<file path="src/rtl/openeth_pkg.sv">
// Shared types for the Ethernet MAC memory-arbiter slice: arbiter state,
// the Avalon request bundle and the watchdog abort data pattern.
package openeth_pkg;

  typedef enum logic [1:0] {
    ARB_IDLE = 2'd0,
    ARB_OWN0 = 2'd1,
    ARB_OWN1 = 2'd2
  } arb_state_e;

  localparam logic [31:0] ARB_ABORT_DATA = 32'hDEADBEEF;

  typedef struct packed {
    logic [31:0] address;
    logic [3:0]  byteenable;
    logic        read;
    logic        write;
    logic [31:0] writedata;
  } av_req_t;

endpackage

</file>
<file path="src/rtl/openeth_mem_arb_if.sv">
// Non-pipelined Avalon link; master drives the request, slave returns
// read data and waitrequest.
interface openeth_mem_arb_if;
  logic [31:0] address;
  logic [3:0]  byteenable;
  logic        read;
  logic        write;
  logic [31:0] writedata;
  logic [31:0] readdata;
  logic        waitrequest;

  modport master (
    output address, byteenable, read, write, writedata,
    input  readdata, waitrequest
  );

  modport slave (
    input  address, byteenable, read, write, writedata,
    output readdata, waitrequest
  );
endinterface

</file>
<file path="src/rtl/openeth_rr_pick.sv">
// Combinational two-way round-robin selector: on contention the requester
// that did not own the bus last wins.
module openeth_rr_pick (
  input  logic [1:0] req,
  input  logic       last,
  output logic       pick,
  output logic       valid
);

  assign valid = |req;
  assign pick  = (req == 2'b11) ? ~last : req[1];

endmodule

</file>
<file path="src/rtl/openeth_mem_arb.sv">
// Two-requester round-robin arbiter for the shared Avalon memory master,
// with bounded burst length. Define OPENETH_ARB_WDOG_EN to add the stall watchdog.
module openeth_mem_arb
  import openeth_pkg::*;
#(
  parameter int MAX_BURST = 16,
  parameter int TIMEOUT   = 1024
) (
  input  logic                     clk,
  input  logic                     reset_n,
  openeth_mem_arb_if.slave         r0,
  openeth_mem_arb_if.slave         r1,
  openeth_mem_arb_if.master        m,
  output logic                     r0_err,
  output logic                     r1_err,
  output logic [1:0]               grant
);

  localparam int BW = (MAX_BURST > 1) ? $clog2(MAX_BURST) : 1;
  localparam logic [BW-1:0] BURST_LAST = BW'(MAX_BURST - 1);

  arb_state_e    state, state_nxt;
  logic          last, last_nxt;
  logic [BW-1:0] burst_cnt, burst_nxt;
  av_req_t       req0, req1, sel;
  logic          own, own_req, complete, abort;
  logic          pick, pick_vld;

  assign req0 = {r0.address, r0.byteenable, r0.read, r0.write, r0.writedata};
  assign req1 = {r1.address, r1.byteenable, r1.read, r1.write, r1.writedata};

  openeth_rr_pick u_pick (
    .req   ({req1.read | req1.write, req0.read | req0.write}),
    .last  (last),
    .pick  (pick),
    .valid (pick_vld)
  );

  assign own      = (state == ARB_OWN1);
  assign sel      = own ? req1 : req0;
  assign own_req  = (state != ARB_IDLE) && (sel.read || sel.write);
  assign complete = own_req && !m.waitrequest;

`ifdef OPENETH_ARB_WDOG_EN
  logic [15:0] wdog;

  assign abort = own_req && m.waitrequest && (wdog == 16'(TIMEOUT - 1));

  // Counts stalled cycles of the current owner; any progress or release clears it.
  always_ff @(posedge clk or negedge reset_n) begin
    if (!reset_n) begin
      wdog <= '0;
    end else if (own_req && m.waitrequest && !abort) begin
      wdog <= (wdog == 16'hFFFF) ? wdog : wdog + 16'd1;
    end else begin
      wdog <= '0;
    end
  end
`else
  logic unused_timeout;

  assign abort          = 1'b0;
  assign unused_timeout = (TIMEOUT == 0);
`endif

  always_comb begin
    m.address      = '0;
    m.byteenable   = '0;
    m.read         = 1'b0;
    m.write        = 1'b0;
    m.writedata    = '0;
    r0.waitrequest = 1'b1;
    r1.waitrequest = 1'b1;
    r0.readdata    = '0;
    r1.readdata    = '0;
    r0_err         = 1'b0;
    r1_err         = 1'b0;
    grant          = 2'b00;
    if (state != ARB_IDLE) begin
      m.address    = sel.address;
      m.byteenable = sel.byteenable;
      m.read       = sel.read & ~abort;
      m.write      = sel.write & ~abort;
      m.writedata  = sel.writedata;
      grant        = own ? 2'b10 : 2'b01;
      if (own) begin
        r1.waitrequest = m.waitrequest & ~abort;
        r1.readdata    = abort ? ARB_ABORT_DATA : m.readdata;
        r1_err         = abort;
      end else begin
        r0.waitrequest = m.waitrequest & ~abort;
        r0.readdata    = abort ? ARB_ABORT_DATA : m.readdata;
        r0_err         = abort;
      end
    end
  end

  always_comb begin
    state_nxt = state;
    last_nxt  = last;
    burst_nxt = burst_cnt;
    case (state)
      ARB_IDLE: begin
        burst_nxt = '0;
        if (pick_vld) state_nxt = pick ? ARB_OWN1 : ARB_OWN0;
      end
      ARB_OWN0, ARB_OWN1: begin
        last_nxt = own;
        if (!own_req || abort) begin
          state_nxt = ARB_IDLE;
        end else if (complete) begin
          // Limit is checked before incrementing so the counter never wraps.
          if (burst_cnt == BURST_LAST) state_nxt = ARB_IDLE;
          else                         burst_nxt = burst_cnt + 1'b1;
        end
      end
      default: state_nxt = ARB_IDLE;
    endcase
  end

  always_ff @(posedge clk or negedge reset_n) begin
    if (!reset_n) begin
      state     <= ARB_IDLE;
      last      <= 1'b1;
      burst_cnt <= '0;
    end else begin
      state     <= state_nxt;
      last      <= last_nxt;
      burst_cnt <= burst_nxt;
    end
  end

endmodule

</file>
<file path="src/flat_wrapper.sv">
// flat-port wrapper written by rule: the top's interface ports become plain ports
module openeth_mem_arb_flat import openeth_pkg::*;
#(
  parameter int MAX_BURST = 16,
  parameter int TIMEOUT   = 1024
)
  (clk, reset_n, r0_err, r1_err, grant, r0_address, r0_byteenable, r0_read, r0_write, r0_writedata, r0_readdata, r0_waitrequest, r1_address, r1_byteenable, r1_read, r1_write, r1_writedata, r1_readdata, r1_waitrequest, m_address, m_byteenable, m_read, m_write, m_writedata, m_readdata, m_waitrequest);
  openeth_mem_arb_if r0_i ();
  openeth_mem_arb_if r1_i ();
  openeth_mem_arb_if m_i ();
  input  logic clk;
  input  logic reset_n;
  output logic r0_err;
  output logic r1_err;
  output logic [1:0] grant;
  input wire logic [$bits(r0_i.address)-1:0] r0_address;
  input wire logic [$bits(r0_i.byteenable)-1:0] r0_byteenable;
  input wire logic [$bits(r0_i.read)-1:0] r0_read;
  input wire logic [$bits(r0_i.write)-1:0] r0_write;
  input wire logic [$bits(r0_i.writedata)-1:0] r0_writedata;
  output wire logic [$bits(r0_i.readdata)-1:0] r0_readdata;
  output wire logic [$bits(r0_i.waitrequest)-1:0] r0_waitrequest;
  input wire logic [$bits(r1_i.address)-1:0] r1_address;
  input wire logic [$bits(r1_i.byteenable)-1:0] r1_byteenable;
  input wire logic [$bits(r1_i.read)-1:0] r1_read;
  input wire logic [$bits(r1_i.write)-1:0] r1_write;
  input wire logic [$bits(r1_i.writedata)-1:0] r1_writedata;
  output wire logic [$bits(r1_i.readdata)-1:0] r1_readdata;
  output wire logic [$bits(r1_i.waitrequest)-1:0] r1_waitrequest;
  output wire logic [$bits(m_i.address)-1:0] m_address;
  output wire logic [$bits(m_i.byteenable)-1:0] m_byteenable;
  output wire logic [$bits(m_i.read)-1:0] m_read;
  output wire logic [$bits(m_i.write)-1:0] m_write;
  output wire logic [$bits(m_i.writedata)-1:0] m_writedata;
  input wire logic [$bits(m_i.readdata)-1:0] m_readdata;
  input wire logic [$bits(m_i.waitrequest)-1:0] m_waitrequest;
  assign r0_i.address = r0_address;
  assign r0_i.byteenable = r0_byteenable;
  assign r0_i.read = r0_read;
  assign r0_i.write = r0_write;
  assign r0_i.writedata = r0_writedata;
  assign r0_readdata = r0_i.readdata;
  assign r0_waitrequest = r0_i.waitrequest;
  assign r1_i.address = r1_address;
  assign r1_i.byteenable = r1_byteenable;
  assign r1_i.read = r1_read;
  assign r1_i.write = r1_write;
  assign r1_i.writedata = r1_writedata;
  assign r1_readdata = r1_i.readdata;
  assign r1_waitrequest = r1_i.waitrequest;
  assign m_address = m_i.address;
  assign m_byteenable = m_i.byteenable;
  assign m_read = m_i.read;
  assign m_write = m_i.write;
  assign m_writedata = m_i.writedata;
  assign m_i.readdata = m_readdata;
  assign m_i.waitrequest = m_waitrequest;
  openeth_mem_arb #(.MAX_BURST(MAX_BURST), .TIMEOUT(TIMEOUT)) u_core (.clk(clk), .reset_n(reset_n), .r0(r0_i), .r1(r1_i), .m(m_i), .r0_err(r0_err), .r1_err(r1_err), .grant(grant));
endmodule
</file>
<file path="config.mk">
export PLATFORM = sky130hd
export DESIGN_NAME = openeth_mem_arb_flat
export DESIGN_NICKNAME = d
export VERILOG_FILES = /design/src/rtl/openeth_pkg.sv /design/src/rtl/openeth_mem_arb_if.sv /design/src/rtl/openeth_rr_pick.sv /design/src/rtl/openeth_mem_arb.sv /design/src/flat_wrapper.sv
export SDC_FILE = /design/constraint.sdc
export NUM_CORES = 1
export LEC_CHECK = 0
export ABC_CLOCK_PERIOD_IN_PS = 1800
export CELL_PAD_IN_SITES_DETAIL_PLACEMENT = 0
export CELL_PAD_IN_SITES_GLOBAL_PLACEMENT = 1
export CORE_UTILIZATION = 12
export CTS_BUF_LIST = sky130_fd_sc_hd__clkbuf_8
export DETAILED_ROUTE_END_ITERATION = 10
export PLACE_DENSITY_LB_ADDON = 0.1
export SLEW_MARGIN = 20
export SYNTH_ARGS = -nofsm -noshare
export SYNTH_HDL_FRONTEND = slang
export SYNTH_SLANG_ARGS = --single-unit
</file>
<file path="constraint.sdc">
create_clock -name clk -period 1.8 [get_ports clk]
set_input_delay 0.18 -clock clk [delete_from_list [all_inputs] [get_ports clk]]
set_output_delay 0.18 -clock clk [all_outputs]
set_load 0.05 [all_outputs]
</file>
After elaboration in Yosys (flattened, before gate mapping)

Cells that the tools add are included.

Bits in registers: 7
Bits in latches: 0
Bits in writable memories: 0
Memory bits (read-only): 0
Input bits: 175
Logic and storage cells: 55
Memories kept: 0

Add/sub/neg operators: 1
$mul: 0
Div/mod/pow operators: 0
$lt $le $gt $ge: 0
Equality and inequality tests: 10
Shift-type cells: 0
Muxes and demuxes: 27
Bitwise operators: 3
Reduce and logical (&&, ||, !) cells: 11

Operators by type and width:

| cell                  | number |
|---|---|
| $mux W32              | 6 |
| $mux W70              | 1 |
| $mux W4               | 4 |
| $mux W2               | 7 |
| $pmux W4 S2           | 1 |
| $mux W1               | 7 |
| $ne A2 B1 Y1 const B  | 3 |
| $ne A3 B3 Y1 const B  | 2 |
| $add A4 B1 Y4 const B | 1 |
| $eq A2 B2 Y1 const B  | 2 |
| $eq A4 B4 Y1 const B  | 1 |
| $pmux W2 S2           | 1 |
| $reduce_and A4 Y1     | 1 |
| $reduce_bool A2 Y1    | 2 |
| $reduce_or A2 Y1      | 2 |
| $reduce_and A3 Y1     | 1 |
| $eq A2 B1 Y1 const B  | 1 |
| $logic_and A1 B1 Y1   | 2 |
| $logic_not A2 Y1      | 1 |
| $ne A2 B2 Y1 const B  | 1 |
| $or A1 B1 Y1          | 2 |
| $logic_not A1 Y1      | 1 |
| $logic_or A1 B1 Y1    | 1 |
| $not A1 Y1            | 1 |

Logic depth before layout (Yosys ltp)

Gate-level depths: netlist of the first run.

Depth in word-level cells: 8
Gate-level depth with buffers: 6
Gate-level depth less buffers: 5

By module

Synthesis of the first run repeated with hierarchy kept, for this count alone.

Cell total of the unflattened synthesis: 292
Area total of the unflattened synthesis: 2,010.7 sq um

By module, submodules not included:

| module          | times used | cells each | area each (sq um) | seq. area each (sq um) |
|---|---|---|---|---|
| openeth_mem_arb | 1          | 290        | 1,996.9           | 176.4 |
| openeth_rr_pick | 1          | 2          | 13.8              | 0.0 |

Worst setup path after synthesis of the first run

Ideal clock, no wire load.

Kind: register to output
Start point: reg u_core.state[0]
End point: out r0_readdata[22]
Arrival: 1.992 ns
Slack: -0.372 ns
Cell stages (with the launch flop): 6
Cell sequence: dfrtp_1 > inv_1 > ha_1 > nor2_1 > clkbuf_1 > and2_1

Word-level cells in the longest chain between the ends: 3
Elaborated cells between the ends (all ways): 4

RTL lines:

| what                   | line                   | RTL |
|---|---|---|
| start, declared        | openeth_mem_arb.sv:22  | `arb_state_e state, state_nxt;` |
| start signal, assigned | openeth_mem_arb.sv:127 | `state <= state_nxt;` |
| $eq A2 B2 Y1           | openeth_mem_arb.sv:39  | `assign own = (state == ARB_OWN1);` |
| $mux W32               | openeth_mem_arb.sv:86  | `if (own) begin` |
| $mux W32 *             | openeth_mem_arb.sv:79  | `if (state != ARB_IDLE) begin` |
| end, declared          | flat_wrapper.sv:21     | `output wire logic [$bits(r0_i.readdata)-1:0] r0_readdata;` |

Mark *: on every way between the ends. The rest lies on a longest branch, timed or not.

Final worst setup path of the first run

Start point: reg u_core.state[1]
End point: out r1_readdata[29]

Word-level cells in the longest chain between the ends: 3
Elaborated cells between the ends (all ways): 4

RTL lines:

| what          | line                  | RTL |
|---|---|---|
| $eq A2 B2 Y1  | openeth_mem_arb.sv:39 |  |
| $mux W32      | openeth_mem_arb.sv:86 |  |
| $mux W32 *    | openeth_mem_arb.sv:79 |  |
| end, declared | flat_wrapper.sv:28    | `output wire logic [$bits(r1_i.readdata)-1:0] r1_readdata;` |

Marked as above.

==> impl_metrics.toml, run 1 <==
[outcome]
status = "finished, violations left"
violations = "negative setup slack"

[routing]
firstDrtPassIters = 4
via_count = 3410
drt.antenna.violating_nets = 0
first_iter_violations = 50
drc = 0
routed_via_density = 4.040
wire_per_inst_um = 16.98
totalWireLength_um = 14330

[sta]
max_freq_mhz = 522.3
fin_crit_sh_pct = 106.4
fin_crit_ps = 1915
setup_viol = 131
maxSlewViolCount = 0
setup_ws_ps = -114.7
tns_ps = -8232
final.setup_skew_ps = 1.278
rsz0062_at_grt = "true"
hold_viol = 0

[clock_network]
clock_latency_ps = 220
cts.sinks = 7
clock_tree.buffer_depth = 2
path_clk_slew_ps = 40
cts_made_buffers = 3
ctsHoldBuffers = 0
cts_tree = "yes"
cts_max_level = 1
root_buffer = "clkbuf_8"

[layout]
antennaDiodeCount = 0
nets = 807
drive_gt1_share_pct = 62.74
final_cells = 844
area_delta_synth_final_pct = 300.0

[yosys]
ys_seq_area_share_pct = 8.813
yosys.cell_types.count = 36
yosysTopAreaCell = "mux2i_1"
synthCells = 287
synthArstFlopShare_pct = 100.0
synth.area.top_cells = "mux2i_1 (35%), and2_1 (20%), nor2_1 (14%)"
ys_warn_count = 0
syn-mean-instance-area_um2 = 6.975
synthFlopType = "dfrtp_1"
synth_area_um2 = 2002
synth_edf_count = 0
ys_seq_elements = 7
yosys.area.top_type_share_pct = 35.00

[die]
dieArea_um2 = 17200
die_x_um = 131.2
initial_utilization_pct = 12.47
fp.dieH_um = 131.2
rows = 46
core_area_um2 = 16060
ios = 315

[setup_path]
cp_max_fo = 16
reg2reg_from = "u_core.state[1]"
path_cells = "ha_4 > buf_12 > and2b_4 > clkbuf_16 > and2_2 > buf_8"
worst_ep_required_time_ps = 1620
r2r_end = "u_core.burst_cnt[1]"
cp_data_arrival_time_ps = 1730
cpPeakStageDelay_ps = 420
setup.worst_path.end_class = "primary output"
startpoint_type = "register"
slowest_stage = "dfrtp_1"
r2r_slack_ps = -20
reg2reg_depth = 5
critical_path_class = "reg2out"

[global_route]
grt_pass1_wl_um = 20440
grt-ovfl-total = 0
grt_max_degree = 34
grtUsageTotal_pct = 14.99
first_global_vias = 3502
grt_antenna_before_repair = 0

[place]
portBuffers = 312
placed_cells = 815
finalWeightedCongestion = 0.8081
dp_hpwl_um = 10600

[power]
powerDensity_nw_per_um2 = 2349
irDropWorstVdd_mv = 1.231
leakage_uw = 0.003101
p_total_uw = 18810

[min_path]
hp-class = "in2async"

[flow_run]
maxCapViolations = 0
## repair_timing
action / CTS / global route
cloned: 5 / 9
setup endpoints to repair: 134 / 143
buffers inserted: 5 / 6
pin swaps: 13 / 9
gates resized for setup: 214 / 75
## cell usage in the layout, fill, tap and decap left out, types with 2 or more instances in the layout
master,count
clkdlybuf4s50_1,174
buf_6,72
buf_12,52
mux2i_4,50
nor2_4,47
and2_4,40
buf_4,28
and2_2,23
nor2_2,20
buf_8,19
mux2i_1,15
clkbuf_16,9
nor2_1,8
buf_16,8
dfrtp_1,6
mux2i_2,5
nand2_1,3
and3_1,3
clkbuf_8,3
inv_1,2
nand2b_1,2
a41oi_2,2
a221o_1,2
and4b_1,2
a21oi_1,2
a211oi_1,2
ha_4,2
conb_1,2
## registers in the layout, summed over array words and instances (netlist names)
register	flops
u_core.state	2
u_core.burst_cnt	4
u_core.last	1
## critical path, delay by kind of cell, from the launching register on
family | cells | cell delay, ps
buf+inv | 3 | 470
fa+ha+maj | 1 | 220
flops | 1 | 420
simple gates | 2 | 400
## through the flow
step / setup WS [ps] / cell area (µm²) / utilization (%) / hold WS (ps)
after floorplan: -239.5 / 2447 / - / -115.6
after global placement: 7.619 / 6205 / 38.64 / 470.2
after detailed placement: -16.33 / 6205 / 38.64 / 471.1
after CTS: -109.0 / 7385 / 45.99 / 236.2
after global routing: -181.8 / 8008 / 49.87 / 242.2
final: -114.7 / 8008 / 49.87 / 235.2
## metal layers
metal | wire (µm) | GRT usage [%] | vias to the layer above
met1 | 4953 | 15.50 | 1580
met2 | 8407 | 31.32 | 155
li1 | - | - | 1667
met5 | 0 | 0 | -
met3 | 866 | 3.125 | 8
met4 | 106 | 0.8497 | 0
## logic make-up (layout without fill, tap and decap cells)
kind of cell / after synthesis / in the layout / share of synthesized area (%)
and+or+nand+nor: 160 / 160 / 40.94
muxes: 71 / 71 / 35.56
other: 1 / 2 / 0.1873
AOI/OAI and AO/OA: 16 / 16 / 6.063
DFF: 7 / 7 / 8.813
buffers and inverters: 29 / 369 / 6.562
adders and majority gates: 3 / 3 / 1.875
## worst max-delay path by stage
| stage | slack (ps) | start | endpoint |
|---|---|---|---|
| after CTS | -110 | u_core.state[0] | m_address[1] |
| after global placement | 8 | u_core.state[0] | m_address[8] |
| after detailed placement | -20 | u_core.state[0] | m_writedata[22] |
| final | -110 | u_core.state[1] | r1_readdata[29] |
| after floorplan | -240 | u_core.state[0] | m_address[25] |
| after global routing | -180 | u_core.state[1] | r1_readdata[28] |
## cell usage after synthesis, types with 3 or more instances
cell	number
nor2_1	75
and2_1	64
nand2_1	3
buf_4	3
mux2i_1	70
dfrtp_1	6
and3_1	4
buf_2	9
inv_1	3
clkbuf_1	14
ha_1	3
## where the power goes
group          leakage, µW  switching (µW)  internal [µW]
clock            0.0000269            60.2            147
sequential       0.0000917            47.7            212
combinational      0.00298            9750           8600
total              0.00310            9860           8960
## cell type report
| class | instances | area, µm² |
|---|---|---|
| sequential | 7 | 176.4 |
| clock inverter | 1 | 3.754 |
| timing repair buffer | 362 | 4534 |
| multi-input combinational | 252 | 2967 |
| inverter | 3 | 15.01 |
| fill | 1414 | 8050 |
| tap | 216 | 270.3 |
| clock buffer | 3 | 41.29 |
(Power assumes the default switching activity.)
==> run 2, diff against run 1 <==
SYNTH_HIERARCHICAL = 1   (was not set)
==> run 2 against run 1 <==
  * The run still ends with negative setup slack left
  * Cell area increased by 2.7%
  * Fmax decreased by 2.6%
  * Critical path depth increased by 1
  * Register-to-register slack got worse by 20 ps
  * Combinational power decreased by 9%
  * Worst hold slack got worse by 8.3 ps
  * Via count decreased by 1.4%
  * Global-route usage increased by 0.85 points
  * Highest routed layer unchanged
  * Power decreased by 9.0%
  * Largest power group unchanged
==> impl_metrics.toml, run 2 <==
[flow_run]
maxCapViolations = 0

[place]
dp_hpwl_um = 11180
finalWeightedCongestion = 0.8513
pre_cts_slack_ps = -122.3
portBuffers = 312
placed_cells = 815

[sta]
rsz0062_at_grt = "true"
maxSlewViolCount = 0
setup_viol = 125
tightest_slew_ps = 504.9
holdWs_ps = 226.9
final.setup_skew_ps = 6.286
max_freq_mhz = 508.8
setup_ws_ps = -165.5
fin_crit_ps = 1966
hold_viol = 0
slew_headroom_pct = 66.22
fin_crit_sh_pct = 109.2
tns_ps = -13250

[setup_path]
path_cells = "inv_2 > ha_4 > buf_6 > buf_12 > mux2i_4 > nor2_4 > buf_4"
cp_data_arrival_time_ps = 1790
cpPeakStageDelay_ps = 390
critical_path_class = "reg2out"
startpoint_type = "register"
r2r_slack_ps = -40
setup.worst_path.end_class = "primary output"
slowest_stage = "dfrtp_1"
cp_max_fo = 7
path_buf_inv = 4
reg2reg_from = "u_core/state[1]"
r2r_end = "u_core/burst_cnt[3]"
crit_family = "buffers and inverters"
worstSetupPathDepth = 7
reg2reg_depth = 8
worst_ep_required_time_ps = 1620

[yosys]
synthArstFlopShare_pct = 100.0
ys_seq_area_share_pct = 8.774
ys_warn_count = 6
ys_seq_elements = 7
yosysTopAreaCell = "mux2i_1"
syn-mean-instance-area_um2 = 6.886
synth_most_common_cell = "nor2_1"
synthFlopType = "dfrtp_1"
yosys.area.top_type_share_pct = 34.85
synth_area_um2 = 2011
synthCells = 292
yosys.cell_types.count = 32
yosys-top-cells-count = "nor2_1 (77), mux2i_1 (70), and2_1 (65)"
synth.area.top_cells = "mux2i_1 (35%), and2_1 (20%), nor2_1 (14%)"
synth_edf_count = 0

[global_route]
grt_pass1_wl_um = 21400
grtUsageTotal_pct = 15.83
grt_antenna_before_repair = 0
first_global_vias = 3529
grt_max_degree = 22
grt-ovfl-total = 0

[die]
dieArea_um2 = 17280
rows = 46
initial_utilization_pct = 12.48
die_x_um = 131.4
fp.dieH_um = 131.4
core_area_um2 = 16120
ios = 315

[layout]
largest_register_ffs = 4
mostFrequentLayoutCells = "clkdlybuf4s50_1 (174), buf_12 (82), nor2_4 (60)"
area_delta_synth_final_pct = 309.0
antennaDiodeCount = 0
fin_util_pct = 51.03
final_common_cell = "clkdlybuf4s50_1"
final_cells = 843
drive_gt1_share_pct = 59.17
largest-register = "u_core/burst_cnt"
top_regs = "u_core/burst_cnt: 4 flops, u_core/state: 2 flops, u_core/last: 1 flops"
nets = 806

[routing]
wire_per_inst_um = 16.68
drc = 0
drt.antenna.violating_nets = 0
firstDrtPassIters = 4
totalWireLength_um = 14060
routed_via_density = 3.989
via_count = 3363
first_iter_violations = 64

[clock_network]
clock_tree.buffer_depth = 2
cts_made_buffers = 3
path_clk_slew_ps = 40
cts_max_level = 1
clock_latency_ps = 230
root_buffer = "clkbuf_8"
cts_tree = "yes"
cts.sinks = 7

[outcome]
status = "finished, violations left"
violations = "negative setup slack"

[min_path]
hp-class = "in2async"

[power]
leakage_uw = 0.003104
powerDensity_nw_per_um2 = 2081
irDropWorstVdd_mv = 1.112
==> run 2: cell count changes in the layout (fill, tap and decap cells not counted), moves of 5 or more <==
cell,previous run,this run
buf_8,19,8
nor2_2,20,2
mux2i_4,50,59
and2_4,40,45
nor2_4,47,60
nor2_1,8,15
nand2_1,3,10
mux2i_1,15,9
and2_1,1,15
clkbuf_16,9,4
buf_6,72,56
buf_12,52,82
and2_2,23,5
==> run 2: layer usage <==
| metal | global-route usage (%) | wire length [µm] |
|---|---|---|
| met5 | 0 | 0 |
| met4 | 3.230 | 182 |
| met3 | 2.932 | 925 |
| met2 | 30.83 | 7718 |
| met1 | 17.56 | 5231 |
==> run 2: report_power, final <==
part           switching (µW)  internal [µW]
clock                    71.7            148
sequential               44.6            214
combinational            8900           7740
total                    9020           8100
==> run 2: cell type report <==
cell class / count / area (µm²)
Fill cell: 1428 / 7891
Timing Repair Buffer: 356 / 4634
Multi-Input combinational cell: 255 / 3079
Tap cell: 216 / 270.3
Sequential cell: 7 / 176.4
Clock buffer: 3 / 41.29
Inverter: 5 / 18.77
Clock inverter: 1 / 3.754
==> run 2: metrics by stage <==
stage | instance area [µm²] | total power, µW
floorplan | 2613 | 8692
global placement | 6740 | 13870
detailed placement | 6740 | 13910
CTS | 7899 | 16540
global route | 8224 | 17780
finish | 8224 | 17120
==> run 2: repair_timing <==
action                                 CTS  global route
buffers inserted                        17             2
endpoints found under the hold margin    0             0
hold buffers                             0             0
cloned                                   6             4
setup endpoints to repair              127           130
pin swaps                               32            13
gates resized for setup                155            65
==> run 2: worst max-delay path by stage <==
stage,startpoint,to
finish,u_core/state[0],m_writedata[14]
CTS,u_core/state[0],m_writedata[6]
global route,u_core/state[1],r0_readdata[17]
detailed placement,u_core/state[1],r0_readdata[19]
global placement,u_core/state[1],r0_readdata[20]
floorplan,u_core/state[0],m_address[21]
==> run 2: logic make-up (layout without fill, tap and decap cells) <==
family                     count (synthesis)  in the layout  synth area share [%]
DFF                                        7              7                 8.774
and+or+nand+nor                          164            164                 40.51
other                                      1              2                0.1865
adders and majority gates                  3              3                 1.867
buffers and inverters                     31            365                 6.845
muxes                                     71             71                 35.41
AOI/OAI and AO/OA                         15             15                 6.409
==> run 2: worst reg2reg max path: stages (launching register included) <==
cell       delay [ps]
dfrtp_1           400
buf_6             130
ha_4              190
buf_6             150
buf_4             160
a2111oi_4         270
buf_4             210
a21oi_1            70
nand3b_1          150
==> run 3, diff against run 2 <==
SKIP_CTS_REPAIR_TIMING = 1   (was not set)
SYNTH_HIERARCHICAL = not set   (was 1)
==> run 3 against run 2 <==
  * The flow still finishes with violations (negative setup slack)
  * Register-to-register slack improved by 40 ps
  * Final cell count decreased by 0.36%
  * Clock skew decreased by 5.0 ps
  * Critical path depth decreased by 1
  * Non-clock buffer count increased by 2
==> impl_metrics.toml, run 3 (synthesized netlist as in run 1, its figures left out) <==
[place]
portBuffers = 312
dpl_cell_area_um2 = 6205
placed_cells = 815
dp_hpwl_um = 10600
finalWeightedCongestion = 0.8081

[routing]
drc = 0
firstDrtPassIters = 4
wire_per_inst_um = 16.25
first_iter_violations = 42
totalWireLength_um = 13650
drt.antenna.violating_nets = 0
routed_via_density = 4.001
via_count = 3361

[layout]
drive_gt1_share_pct = 60.42
area_delta_synth_final_pct = 272.3
multi_input_area_um2 = 2806
antennaDiodeCount = 0
regArea_um2 = 177.7
fin_util_pct = 46.42
mostFrequentLayoutCells = "clkdlybuf4s50_1 (174), buf_4 (72), buf_12 (50)"
largest-register = "u_core.burst_cnt"
nets = 803
largest_register_ffs = 4
final_common_cell = "clkdlybuf4s50_1"
final_cells = 840
top_regs = "u_core.burst_cnt: 4 flops, u_core.state: 2 flops, u_core.last: 1 flops"
n_fill_cell = 1503
fin_area_um2 = 7453

[sta]
tns_ps = -10550
fin_crit_sh_pct = 107.7
final.setup_skew_ps = 1.261
maxSlewViolCount = 0
setup_viol = 127
fin_crit_ps = 1939
rsz0062_at_grt = "true"
max_freq_mhz = 515.8
hold_viol = 0
setup_ws_ps = -138.6

[die]
dieArea_um2 = 17200
initial_utilization_pct = 12.47
rows = 46
die_x_um = 131.2
fp.dieH_um = 131.2
core_area_um2 = 16060
ios = 315

[global_route]
grtUsageTotal_pct = 13.51
grt_max_degree = 34
grt_antenna_before_repair = 0
first_global_vias = 3165
grt_pass1_wl_um = 18550
grt-ovfl-total = 0

[outcome]
status = "finished, violations left"
violations = "negative setup slack"

[setup_path]
critical_path_class = "reg2out"
setup.worst_path.end_class = "primary output"
worst_ep_required_time_ps = 1620
startpoint_type = "register"
cp_data_arrival_time_ps = 1760
cp_max_fo = 8

[min_path]
hp-class = "in2async"

[clock_network]
clock_latency_ps = 220
root_buffer = "clkbuf_8"
cts_max_level = 1
cts_made_buffers = 3
cts.sinks = 7
cts_tree = "yes"
clock_tree.buffer_depth = 2
path_clk_slew_ps = 40

[power]
p_total_uw = 17390
leakage_uw = 0.002959
irDropWorstVdd_mv = 1.074
powerDensity_nw_per_um2 = 2334

[flow_run]
maxCapViolations = 0
-- run 3: routing by layer --
metal  track usage [%]  vias up  share of wire [%]
li1                  -     1658                  -
met1             14.29     1551                 36
met2             28.25      150                 58
met3             2.739        2                6.0
met4                 0        0              0.059
met5                 0        -                  0
-- run 3: path summary, 6_finish.rpt --
| check | startpoint | endpoint | slack, ps | depth (start not counted) |
|---|---|---|---|---|
| max | u_core.state[1] | r1_readdata[12] | -140 | 6 |
| min | reset_n | u_core.burst_cnt[2] | 230 | 1 |
| max reg2reg | u_core.state[0] | u_core.burst_cnt[1] | 0 | 6 |
| min reg2reg | u_core.state[0] | u_core.state[0] | 610 | 2 |
| max in group asynchronous | reset_n | u_core.last | 1270 | 1 |
| min in group clk | u_core.state[0] | u_core.state[0] | 610 | 2 |
-- run 3: through the flow --
stage          setup slack (ps)  hold slack, ps
2_1_floorplan            -239.5          -115.6
3_3_place_gp              7.619           470.2
3_5_place_dp             -16.33           471.1
4_1_cts                  -262.3           236.2
5_1_grt                  -216.0           242.1
6_report                 -138.6           235.0
-- run 3: final cells by class --
type,count,area share (%)
clock buffer,3,0.5540
clock inverter,1,0.05036
inverter,3,0.2014
multi-input combinational,252,37.65
sequential,7,2.384
tap,216,3.626
timing repair buffer,358,55.53
-- run 3: where the power goes --
group | internal, µW | switching, µW
registers | 215 | 52.4
logic | 7570 | 9350
clock network | 147 | 59.0
total | 7930 | 9460
-- run 3: worst max-delay path, cell delays in order, from the launching register on --
cell,delay (ps)
dfrtp_2,440
inv_2,90
ha_4,170
and2b_2,300
clkbuf_16,180
and2_2,180
buf_4,180
